==> config.mk <==
export PLATFORM = sky130hd
export DESIGN_NAME = ef_pwm32_seq_ctrl
export DESIGN_NICKNAME = d
export VERILOG_FILES = /design/src/rtl/ef_pwm32_seq_ctrl.sv
export SDC_FILE = /design/constraint.sdc
export NUM_CORES = 1
export LEC_CHECK = 0
export BUFFER_PORTS_ARGS = -buffer_cell sky130_fd_sc_hd__buf_4
export CORE_ASPECT_RATIO = 1.1
export CORE_MARGIN = 2
export CORE_UTILIZATION = 55
export DETAILED_ROUTE_END_ITERATION = 10
export PLACE_DENSITY = 0.84
export SKIP_CTS_REPAIR_TIMING = 1
export SLEW_MARGIN = 20
export SYNTH_ARGS = -nofsm -noshare
export SYNTH_HDL_FRONTEND = slang
export SYNTH_SLANG_ARGS = --single-unit
export TNS_END_PERCENT = 30
==> constraint.sdc <==
create_clock -name clk -period 5.5 [get_ports clk]
set_input_delay 1.1 -clock clk [delete_from_list [all_inputs] [get_ports clk]]
set_output_delay 1.1 -clock clk [all_outputs]
set_load 0.005 [all_outputs]
==> src/rtl/ef_pwm32_seq_ctrl.sv <==
// Run sequencer and double-buffered cmpA/cmpB/top loader for one EF_PWM32 core.
// Shadow values reach the core only at a period boundary (or straight away when idle).
module ef_pwm32_seq_ctrl #(
    parameter int unsigned   CW      = 32,
    parameter int unsigned   NW      = 16,
    parameter logic [CW-1:0] TOP_RST = CW'(255)
) (
    input  logic          clk,
    input  logic          rst_n,
    input  logic          wr_cmpa,
    input  logic          wr_cmpb,
    input  logic          wr_top,
    input  logic [CW-1:0] wdata,
    input  logic          commit,
    input  logic [NW-1:0] num_prd,
    input  logic          start,
    input  logic          stop,
    input  logic          abort,
    input  logic          prd_end,
    output logic [CW-1:0] cmpA_o,
    output logic [CW-1:0] cmpB_o,
    output logic [CW-1:0] top_o,
    output logic          en_o,
    output logic          busy,
    output logic          upd_pend,
    output logic          upd_ack,
    output logic          done
);

    typedef enum logic [1:0] {StIdle, StRun, StStop} state_e;

    state_e          state_q, state_d;
    logic [NW-1:0]   cnt_q, cnt_d;
    logic [CW-1:0]   sh_cmpa_q, sh_cmpb_q, sh_top_q;
    logic            done_d;
    logic            apply;
    logic            pend_d;
    logic            is_idle;

    assign is_idle = (state_q == StIdle);

    always_comb begin
        state_d = state_q;
        cnt_d   = cnt_q;
        done_d  = 1'b0;
        if (abort) begin
            state_d = StIdle;
        end else begin
            unique case (state_q)
                StIdle: begin
                    if (start) begin
                        state_d = StRun;
                        cnt_d   = num_prd;
                    end
                end
                StRun: begin
                    // cnt_q == 0 is continuous mode: never decrements, never completes
                    if (prd_end && cnt_q != '0) begin
                        cnt_d = cnt_q - NW'(1);
                        if (cnt_q == NW'(1)) begin
                            state_d = StIdle;
                            done_d  = 1'b1;
                        end
                    end
                    if (stop && state_d != StIdle) begin
                        state_d = StStop;
                    end
                end
                StStop: begin
                    if (prd_end) begin
                        state_d = StIdle;
                        done_d  = 1'b1;
                    end
                end
                default: state_d = StIdle;
            endcase
        end
    end

    // A commit arriving together with an accepted start loads at once, so the core
    // never starts a run on stale live values.
    always_comb begin
        apply = (upd_pend && (is_idle || prd_end)) ||
                (is_idle && commit && start && !abort);
        if (apply) begin
            pend_d = 1'b0;
        end else if (commit) begin
            pend_d = 1'b1;
        end else begin
            pend_d = upd_pend;
        end
    end

    always_ff @(posedge clk or negedge rst_n) begin
        if (!rst_n) begin
            state_q   <= StIdle;
            cnt_q     <= '0;
            sh_cmpa_q <= '0;
            sh_cmpb_q <= '0;
            sh_top_q  <= TOP_RST;
            cmpA_o    <= '0;
            cmpB_o    <= '0;
            top_o     <= TOP_RST;
            en_o      <= 1'b0;
            busy      <= 1'b0;
            upd_pend  <= 1'b0;
            upd_ack   <= 1'b0;
            done      <= 1'b0;
        end else begin
            state_q  <= state_d;
            cnt_q    <= cnt_d;
            en_o     <= (state_d != StIdle);
            busy     <= (state_d != StIdle);
            done     <= done_d;
            upd_pend <= pend_d;
            upd_ack  <= apply;
            if (wr_cmpa) sh_cmpa_q <= wdata;
            if (wr_cmpb) sh_cmpb_q <= wdata;
            if (wr_top)  sh_top_q  <= wdata;
            // Live side takes the shadows as they stood before this cycle's writes
            if (apply) begin
                cmpA_o <= sh_cmpa_q;
                cmpB_o <= sh_cmpb_q;
                top_o  <= sh_top_q;
            end
        end
    end

endmodule

Yosys cells after proc, flatten, opt, wreduce, memory -nomap -nowiden:

Index checks and enable logic that the tools add are counted.

* add/sub/neg operators: 1
* eq/ne operators: 5
* multiplexer cells: 19
* bitwise logic cells: 1
* reduce and logical (&&, ||, !) cells: 16

Operator list (count)
* 2-to-1 mux 16 bit: 2
* one-hot mux 16 bit (2 select lines): 1
* equality test 16 x 1 -> 1 bit, second input constant: 1
* 2-to-1 mux 2 bit: 8
* nonzero test 16 bit: 1
* subtractor 16 x 1 -> 16 bit, second input constant: 1
* nonzero test 2 bit: 4
* logical AND 1 bit: 6
* 2-to-1 mux 1 bit: 6
* one-hot mux 2 bit (3 select lines): 1
* != test 2 bit, second input constant: 2
* AND reduction 4 bit: 1
* equality test 2 x 1 -> 1 bit, second input constant: 1
* equality test 2 bit, second input constant: 1
* logical NOT 2 bit: 1
* logical OR 1 bit: 2
* one-hot mux 1 bit (2 select lines): 1
* logical NOT 1 bit: 1
* inverter 1 bit: 1

* register bits after elaboration: 214
* output and inout port bits: 101

Depth between registers and ports, before layout:

Gate-level depths: netlist of run 1.

* depth in word-level cells: 11
* depth in mapped cells: 9
* gate-level depth less buffers: 7

Least setup slack after synthesis of run 1:

No wires, ideal clock.

* path type: input port to flip-flop
* from: in abort
* to: reg top_o[10]
* data arrival time: 2.289 ns
* setup slack: 3.086 ns
* cell stages on the path: 6
* path through: inv_1 > a31o_2 > a22oi_2 > buf_2 > buf_4 > mux2_2

* cells in the longest elaborated chain, start to end: 3

RTL lines
* from (decl): line 18 `input logic abort,`
* logical NOT 1 bit: line 84 `(is_idle && commit && start && !abort);`
* logical AND 1 bit: line 84
* logical OR 1 bit: line 83 `apply = (upd_pend && (is_idle || prd_end)) ||`
* to (signal assigned): line 124 `top_o <= sh_top_q;`
* to (decl): line 22 `output logic [CW-1:0] top_o,`

Every way passes these cells.
A chain may end at the register's enable or synchronous reset.

Worst setup path in the final report of run 1:

* from: reg state_q[1]
* to: reg cnt_q[1]

* cells in the longest elaborated chain, start to end: 3

RTL lines
* from (decl): line 32 `state_e state_q, state_d;`
* from (signal assigned): line 96 `state_q <= StIdle;`
* from (signal assigned): line 110 `state_q <= state_d;`
* equality test 2 x 1 -> 1 bit / logical NOT 2 bit (equally long branches): line 49 `unique case (state_q)`
* != test 2 bit (no source line) / nonzero test 2 bit (equally long branches)
* AND reduction 4 bit (no source line)
* to (signal assigned): line 111 `cnt_q <= cnt_d;`
* to (decl): line 33 `logic [NW-1:0] cnt_q, cnt_d;`

Parallel ways exist; a longest one is shown, timed or not.

==> results.cfg, run 1 <==
[status]
status = finished, final reports clean

[detailed_routing]
detail-route-antenna-nets = 0
totalWireLength_um = 18200
wl_per_cell_um = 19.3
vias = 5226
first_pass_iters = 5
drt_iter0_markers = 354
drt-vias-per-instance = 5.55
drc = 0

[clock_tree]
cts_buffer_depth = 3
cts.sinks = 214
cts_tree = done
clock_latency_ps = 490
clkTransAtPathRegs_ps = 60
htree_levels = 1
cts-root-buf = clkbuf_16
cts_buffers = 22

[die]
die-area_mm2 = 0.0166
core_mm2 = 0.0151
die_y_um = 135
boundaryPins = 159
start_util_pct = 56.7
rows = 47
dieWidth_um = 123

[final_layout]
layout_common_cells = dfrtp_1 (198), mux2_2 (192), buf_4 (159)
area_delta_synth_final_pct = 24.3
diodes = 0
drive_gt1_share_pct = 55.8
layout.cells.non_filler = 942
finish.utilization_pct = 70.4
register_area_mm2 = 0.00538
nNetsFinal = 795
stdcell_area_mm2 = 0.0106
fillers = 975
multiInputGateArea_mm2 = 0.00298
final_common_cell = dfrtp_1

[global_routing]
antenna_found_initial = 0
grt_pass1_vias = 5771
grt_usage_pct = 22.5
grt_pass1_wl_um = 29200
grt_remaining_overflow = 0
grt_max_degree = 129

[worst_setup_path]
cp-end-kind = flop
crit_path_start_kind = flop
crit_arrival_ps = 3470
criticalPathCategory = flop to flop
crit_required_ps = 5830
worstPathMaxFanout = 29

[timing]
hold_viol = 0
setup_viol = 0
slew_headroom_pct = 33.0
final.setup.tns_ps = 0
fin_ws_ps = 2360
maxClockFrequency_ghz = 0.318
rsz0062_at_grt = no
maxSlewViolCount = 0
skew_ps = 15.3
period_share_pct = 57.2
whs_ps = 498
period_minus_slack_ps = 3140
tightest_slew_ps = 1000

[logic_synthesis]
synth_ff_type = dfrtp_1
synthSimpleGateAreaFrac_pct = 3.77
synth_warnings = 0
synth_area_leaders = dfrtp_1 (58%), mux2_2 (25%), dfstp_2 (4.9%), o21ai_0 (1.2%), ha_1 (1.0%)
yosys.area.top_type_share_pct = 57.9
ys_types = 46
synth_seq_cells = 214
synth_nets = 642
async_flop_share_pct = 100
synth_area_mm2 = 0.00856
synth_xor_area_share_pct = 0
synth_top_family_by_area = multiplexers
synth_adder_area_share_pct = 1.02
seq_area_frac_synth_pct = 62.8
synthMuxAreaShare_pct = 25.6
yosysTopAreaCell = dfrtp_1
synth_edf_count = 0
syn_area_per_cell_um2 = 14.8
netlist_instances = 577
synth_compound_area_share_pct = 4.38

[placement]
gp_congestion = 0.905
hpwl_um = 11700
preCtsSetupSlack_ps = 2460
place_inst = 902
numPortBuffers = 158
place_area_mm2 = 0.00987

[min_path]
hold_path.class = flop to flop

[pwr]
peakVddDrop_mv = 0.338
p_per_area_mw_per_mm2 = 542
power_mw = 5.77
p_leak_nw = 4.75

[job]
drv_cap = 0
-- synthesized netlist by cell type (2+ instances only) --
cell type / number
dfrtp_1: 198
mux2_2: 192
o21ai_0: 21
a21oi_1: 16
dfstp_2: 16
nor2_1: 13
inv_1: 11
nand2_1: 11
buf_1: 9
buf_2: 8
nor3_1: 8
clkbuf_1: 7
ha_1: 7
buf_4: 6
nand3_1: 5
o22a_1: 4
a31oi_1: 3
and3_1: 3
mux2i_1: 3
nor2b_1: 3
a21boi_0: 2
a21o_1: 2
a21oi_2: 2
buf_6: 2
nor3_2: 2
nor4_1: 2
or2_2: 2
-- routing by layer --
layer	GRT usage (%)	wire, um
met5	0	0
met4	7.60	452
met3	5.66	1230
met2	38.2	9230
met1	28.0	7240
-- path summary, 6_finish.rpt --
path / start / to / slack (ps) / depth (start not counted)
worst max-delay path: state_q[1] / cnt_q[1] / 2360 / 7
worst min-delay path: sh_top_q[25] / top_o[25] / 500 / 1
worst max register to register: state_q[1] / cnt_q[1] / 2360 / 7
worst min register to register: sh_top_q[25] / top_o[25] / 500 / 1
max in group asynchronous: rst_n / cmpB_o[7] / 3790 / 2
min in group asynchronous: rst_n / cnt_q[11] / 610 / 1
-- critical path, stage by stage (launching register included) --
cell	delay (ps)
dfrtp_1	420
inv_1	110
ha_1	830
mux2i_1	230
or3_1	460
a21o_1	470
a211oi_1	370
a21oi_1	80
-- cells by family (layout without fill, tap and decap cells) --
family                     after synthesis  in the layout
AOI/OAI and AO/OA                       60             60
muxes                                  195            195
buffers and inverters                   43            212
and+or+nand+nor                         58             58
adders and majority gates                7              7
DFF                                    214            214
-- report_power, final --
part,switching [mW],internal [mW]
Clock,0.589,0.972
Sequential,0.330,2.11
Combinational,0.713,1.06
Total,1.63,4.14
-- layout make-up --
class / count / area share (%)
Clock buffer: 32 / 6.19
Clock inverter: 8 / 1.10
Inverter: 11 / 0.388
Multi-Input combinational cell: 320 / 28.0
Sequential cell: 214 / 50.5
Tap cell: 196 / 2.30
Timing Repair Buffer: 161 / 11.5
-- sequential cells by signal (all words and copies together) (netlist names) --
| register | flops |
|---|---|
| state_q | 2 |
| cmpA_o | 32 |
| upd_pend | 1 |
| upd_ack | 1 |
| cnt_q | 16 |
| top_o | 32 |
| sh_cmpb_q | 32 |
| done | 1 |
| busy | 1 |
| sh_top_q | 32 |
| sh_cmpa_q | 32 |
| cmpB_o | 32 |
Note: power is estimated with default switching activity, not from simulation.
==> inputs of run 2 (changes only) <==
--- a/config.mk
+++ b/config.mk
@@ -8,9 +8,9 @@
 export BUFFER_PORTS_ARGS = -buffer_cell sky130_fd_sc_hd__buf_4
 export CORE_ASPECT_RATIO = 1.1
 export CORE_MARGIN = 2
-export CORE_UTILIZATION = 55
+export CORE_UTILIZATION = 50
 export DETAILED_ROUTE_END_ITERATION = 10
-export PLACE_DENSITY = 0.84
+export PLACE_DENSITY = 0.81
 export SKIP_CTS_REPAIR_TIMING = 1
 export SLEW_MARGIN = 20
 export SYNTH_ARGS = -nofsm -noshare
==> constraint.sdc (replaced) <==
create_clock -name clk -period 2.8 [get_ports clk]
set_input_delay 0.56 -clock clk [delete_from_list [all_inputs] [get_ports clk]]
set_output_delay 0.56 -clock clk [all_outputs]
set_load 0.005 [all_outputs]
==> results.cfg, run 2 (same netlist as run 1, synthesis figures left out) <==
[final_layout]
area_delta_synth_final_pct = 25.0
fillers = 1243
nNetsFinal = 800
drive_gt1_share_pct = 56.3
layout_common_cells = dfrtp_1 (198), mux2_2 (192), buf_4 (160)
final_common_cell = dfrtp_1
finish.utilization_pct = 63.4
diodes = 0
stdcell_area_mm2 = 0.0107

[timing]
maxSlewViolCount = 0
slew_headroom_pct = 49.0
maxClockFrequency_ghz = 0.404
whs_ps = 79.0
period_share_pct = 88.3
period_minus_slack_ps = 2470
skew_ps = 7.56
rsz0062_at_grt = no
setup_viol = 0
final.setup.tns_ps = 0
tightest_slew_ps = 765
hold_viol = 0

[die]
dieWidth_um = 129
die_y_um = 141
start_util_pct = 50.7
boundaryPins = 159
die-area_mm2 = 0.0182
rows = 50
core_mm2 = 0.0169

[worst_setup_path]
worstPathMaxFanout = 27
crit_path_start_kind = flop
crit_required_ps = 3150
criticalPathCategory = flop to flop
cp-end-kind = flop
crit_arrival_ps = 2820

[clock_tree]
clock_latency_ps = 490
cts_buffers = 23
cts_buffer_depth = 3
cts.sinks = 214
clkTransAtPathRegs_ps = 60
htree_levels = 1
cts_tree = done
cts-root-buf = clkbuf_16

[min_path]
hold_path.class = input pin to async pin

[detailed_routing]
vias = 5255
wl_per_cell_um = 18.9
detail-route-antenna-nets = 0
drc = 0
totalWireLength_um = 18100
drt_iter0_markers = 284
drt-vias-per-instance = 5.48
first_pass_iters = 5

[job]
drv_cap = 0

[global_routing]
grt_pass1_vias = 5833
grt_pass1_wl_um = 29600
grt_remaining_overflow = 0
grt_max_degree = 98
grt_usage_pct = 20.2
antenna_found_initial = 0

[pwr]
p_per_area_mw_per_mm2 = 1050
peakVddDrop_mv = 0.665
p_leak_nw = 4.78

[placement]
numPortBuffers = 158
hpwl_um = 11800
gp_congestion = 0.857
place_area_mm2 = 0.00995

[status]
status = finished, final reports clean
[run 2: cell count changes in the layout (fill, tap and decap cells not counted), sizes merged]
cell / before / now
buf: 160 / 164
clkinv: 4 / 7
bufinv: 3 / 1
[run 2: final timing paths]
| kind | startpoint | endpoint | slack [ps] | cells past startpoint |
|---|---|---|---|---|
| setup / recovery | state_q[0] | cnt_q[1] | 330 | 7 |
| hold / removal | rst_n | cnt_q[10] | 80 | 1 |
| setup reg to reg | state_q[0] | cnt_q[1] | 330 | 7 |
| hold reg to reg | sh_cmpb_q[8] | cmpB_o[8] | 500 | 1 |
| max in group asynchronous | rst_n | sh_top_q[18] | 1930 | 2 |
| min in group clk | abort | done | 280 | 2 |
[run 2: cell type report]
cell class	instances	area (um2)	area share [%]
tap	208	260	2.43
timing repair buffer	165	1290	12.1
clock inverter	9	72.6	0.678
sequential	214	5380	50.2
clock buffer	32	679	6.35
inverter	11	41.3	0.386
multi-input combinational	320	2980	27.8
[run 2: routing by layer]
metal | share of wire (%) | routed length [um] | track usage, %
met5 | 0 | 0 | 0
met3 | 7.9 | 1430 | 5.54
met4 | 1.8 | 329 | 5.78
met2 | 50 | 9070 | 34.5
met1 | 40 | 7270 | 25.4
[run 2: metrics by stage]
stage                     power [mW]  worst slack (ps)  cells
final                           11.2               327    959
after global routing            11.9               236    959
after CTS                       11.4               398    959
after detailed placement        8.37               400    918
after global placement          8.17               585    918
after floorplan                 6.56               810    577
[run 2: worst max-delay path, stage by stage, from the launching register on]
cell and delay, ps:
dfrtp_1 440, inv_1 110, ha_1 260, nor2b_1 170, or3_1 430, a21o_1 460
a211oi_1 390, a21oi_1 70
[run 2: power by group]
| part | total (mW) | leakage, nW | switching, mW | internal, mW |
|---|---|---|---|---|
| clock | 2.95 | 0.378 | 1.17 | 1.78 |
| combinational | 3.52 | 1.91 | 1.42 | 2.10 |
| sequential | 4.77 | 2.50 | 0.624 | 4.15 |
| total | 11.2 | 4.78 | 3.22 | 8.03 |
==> inputs of run 3 (changes only) <==
--- a/config.mk
+++ b/config.mk
@@ -5,6 +5,7 @@
 export SDC_FILE = /design/constraint.sdc
 export NUM_CORES = 1
 export LEC_CHECK = 0
+export ABC_AREA = 1
 export BUFFER_PORTS_ARGS = -buffer_cell sky130_fd_sc_hd__buf_4
 export CORE_ASPECT_RATIO = 1.1
 export CORE_MARGIN = 2
==> results.cfg, run 3 <==
[status]
status = finished, final reports clean

[final_layout]
multiInputGateArea_mm2 = 0.00265
final_common_cell = dfrtp_1
fillers = 1400
area_delta_synth_final_pct = 24.5
nNetsFinal = 1163
stdcell_area_mm2 = 0.0108
diodes = 0
layout_common_cells = dfrtp_1 (198), nand2_1 (182), buf_4 (161)
drive_gt1_share_pct = 21.1
register_area_mm2 = 0.00538
layout.cells.non_filler = 1349

[timing]
slew_headroom_pct = 57.0
setup_viol = 0
period_minus_slack_ps = 2000
final.setup.tns_ps = 0
period_share_pct = 71.3
skew_ps = 7.45
hold_viol = 0
whs_ps = 64.4
tightest_slew_ps = 645
maxSlewViolCount = 0
rsz0062_at_grt = no
maxClockFrequency_ghz = 0.501

[placement]
place_area_mm2 = 0.0101
place_inst = 1307
numPortBuffers = 158
hpwl_um = 12400
gp_congestion = 0.860

[die]
die_y_um = 142
die-area_mm2 = 0.0185
start_util_pct = 51.1
dieWidth_um = 130
core_mm2 = 0.0170
boundaryPins = 159
rows = 50

[worst_setup_path]
critPathTopFamily = buffers and inverters
crit_required_ps = 3160
crit_path_start_kind = flop
path_buf_inv = 4
cp-end-kind = flop
crit_arrival_ps = 2350
cpMaxStageDelayCell = dfrtp_1
max_stage_delay_ps = 400
criticalPathCategory = flop to flop
cp_cell_sequence = inv_1, ha_1, buf_4, inv_2, a211oi_2, nand2_4, inv_4, o21ai_0
worstPathMaxFanout = 19

[global_routing]
grt_max_degree = 141
grt_pass1_vias = 6444
grt_usage_pct = 21.0
grt_pass1_wl_um = 31400
grt_remaining_overflow = 0
antenna_found_initial = 0

[clock_tree]
clock_latency_ps = 500
cts_buffer_depth = 3
cts-root-buf = clkbuf_16
cts_buffers = 23
clkTransAtPathRegs_ps = 60
cts_tree = done
cts.sinks = 214
htree_levels = 1

[detailed_routing]
detail-route-antenna-nets = 0
drt-vias-per-instance = 4.96
totalWireLength_um = 19000
first_pass_iters = 7
wl_per_cell_um = 14.1
drt_iter0_markers = 445
vias = 6692
drc = 0

[min_path]
hold_path.class = input pin to async pin

[logic_synthesis]
synth_nets = 1021
synth_warnings = 0
synth_compound_area_share_pct = 12.7
synth_most_common_cell = dfrtp_1
synth_top_family_by_area = simple AND/OR/NAND/NOR gates
synth_area_leaders = dfrtp_1 (57%), nand2_1 (7.9%), o21ai_0 (6.3%), a21oi_1 (5.7%), nor2_1 (5.4%)
synth_area_mm2 = 0.00870
synth_xor_area_share_pct = 0.302
syn_area_per_cell_um2 = 9.10
synthMuxAreaShare_pct = 0.230
ys_types = 31
synth_ff_type = dfrtp_1
yosys.area.top_type_share_pct = 57.0
netlist_instances = 956
synthSimpleGateAreaFrac_pct = 16.2
seq_area_frac_synth_pct = 61.8
yosys-top-cells-count = dfrtp_1 (198), nand2_1 (182), nor2_1 (126)
async_flop_share_pct = 100
synth_adder_area_share_pct = 1.01
synth_edf_count = 0
synth_seq_cells = 214
yosysTopAreaCell = dfrtp_1

[pwr]
peakVddDrop_mv = 0.714
p_per_area_mw_per_mm2 = 996
p_leak_nw = 5.33

[job]
drv_cap = 0
run 3: changes by cell type in the layout (fill, tap and decap cells not counted), moves of 6 or more:
| cell | change |
|---|---|
| clkbuf_1 | +6 |
| a21oi_1 | +83 |
| nor3_1 | -7 |
| nand2_1 | +171 |
| inv_1 | +108 |
| o21ai_0 | +88 |
| nand3_1 | +11 |
| mux2_2 | -192 |
| nor2_1 | +113 |
run 3: cell type report:
cell class	instances	share of cell area, %
Clock buffer	35	6.10
Sequential cell	214	49.6
Clock inverter	7	1.07
Multi-Input combinational cell	573	24.5
Inverter	121	4.22
Timing Repair Buffer	165	11.8
Tap cell	234	2.70
run 3: path summary, 6_finish.rpt:
path	from	to	slack (ps)	cells after the start
min in group clk	wdata[12]	sh_top_q[12]	280	3
max reg2reg	state_q[1]	cnt_q[0]	800	8
max	state_q[1]	cnt_q[0]	800	8
min reg2reg	sh_top_q[7]	top_o[7]	470	2
max in group asynchronous	rst_n	sh_top_q[2]	1870	2
min	rst_n	sh_top_q[9]	60	1
run 3: power breakdown:
part / leakage, nW / switching (mW) / internal (mW)
logic: 2.44 / 1.57 / 1.49
clock network: 0.377 / 1.19 / 1.90
registers: 2.51 / 0.575 / 4.06
run 3: cells by family after synthesis:
logic type | Yosys count
AOI/OAI and AO/OA | 215
xor gates and xnor gates | 3
adders and majority gates | 7
buffers and inverters | 169
DFF | 214
muxes | 2
and+or+nand+nor | 346
run 3: worst reg2reg max path: stages, from the launching register on:
cell and delay (ps):
dfrtp_1 400, inv_1 100, ha_1 140, buf_4 230
inv_2 190, a211oi_2 290, nand2_4 180, inv_4 210
o21ai_0 130
run 3: stage by stage:
| stage | util, % | setup WS (ps) | total power, mW |
|---|---|---|---|
| after global placement | 59.1 | 888 | 7.64 |
| final | 63.7 | 804 | 10.8 |
| after floorplan | - | 1220 | 6.07 |
| after CTS | 63.7 | 809 | 10.9 |
| after detailed placement | 59.1 | 808 | 7.77 |
| after global routing | 63.7 | 571 | 11.5 |
run 3: routing by layer:
| layer | vias up | track usage [%] | wire length (um) |
|---|---|---|---|
| met2 | 175 | 33.3 | 8990 |
| li1 | 3281 | - | - |
| met4 | 0 | 5.60 | 382 |
| met5 | - | 0 | 0 |
| met3 | 27 | 5.15 | 1310 |
| met1 | 3209 | 29.1 | 8300 |
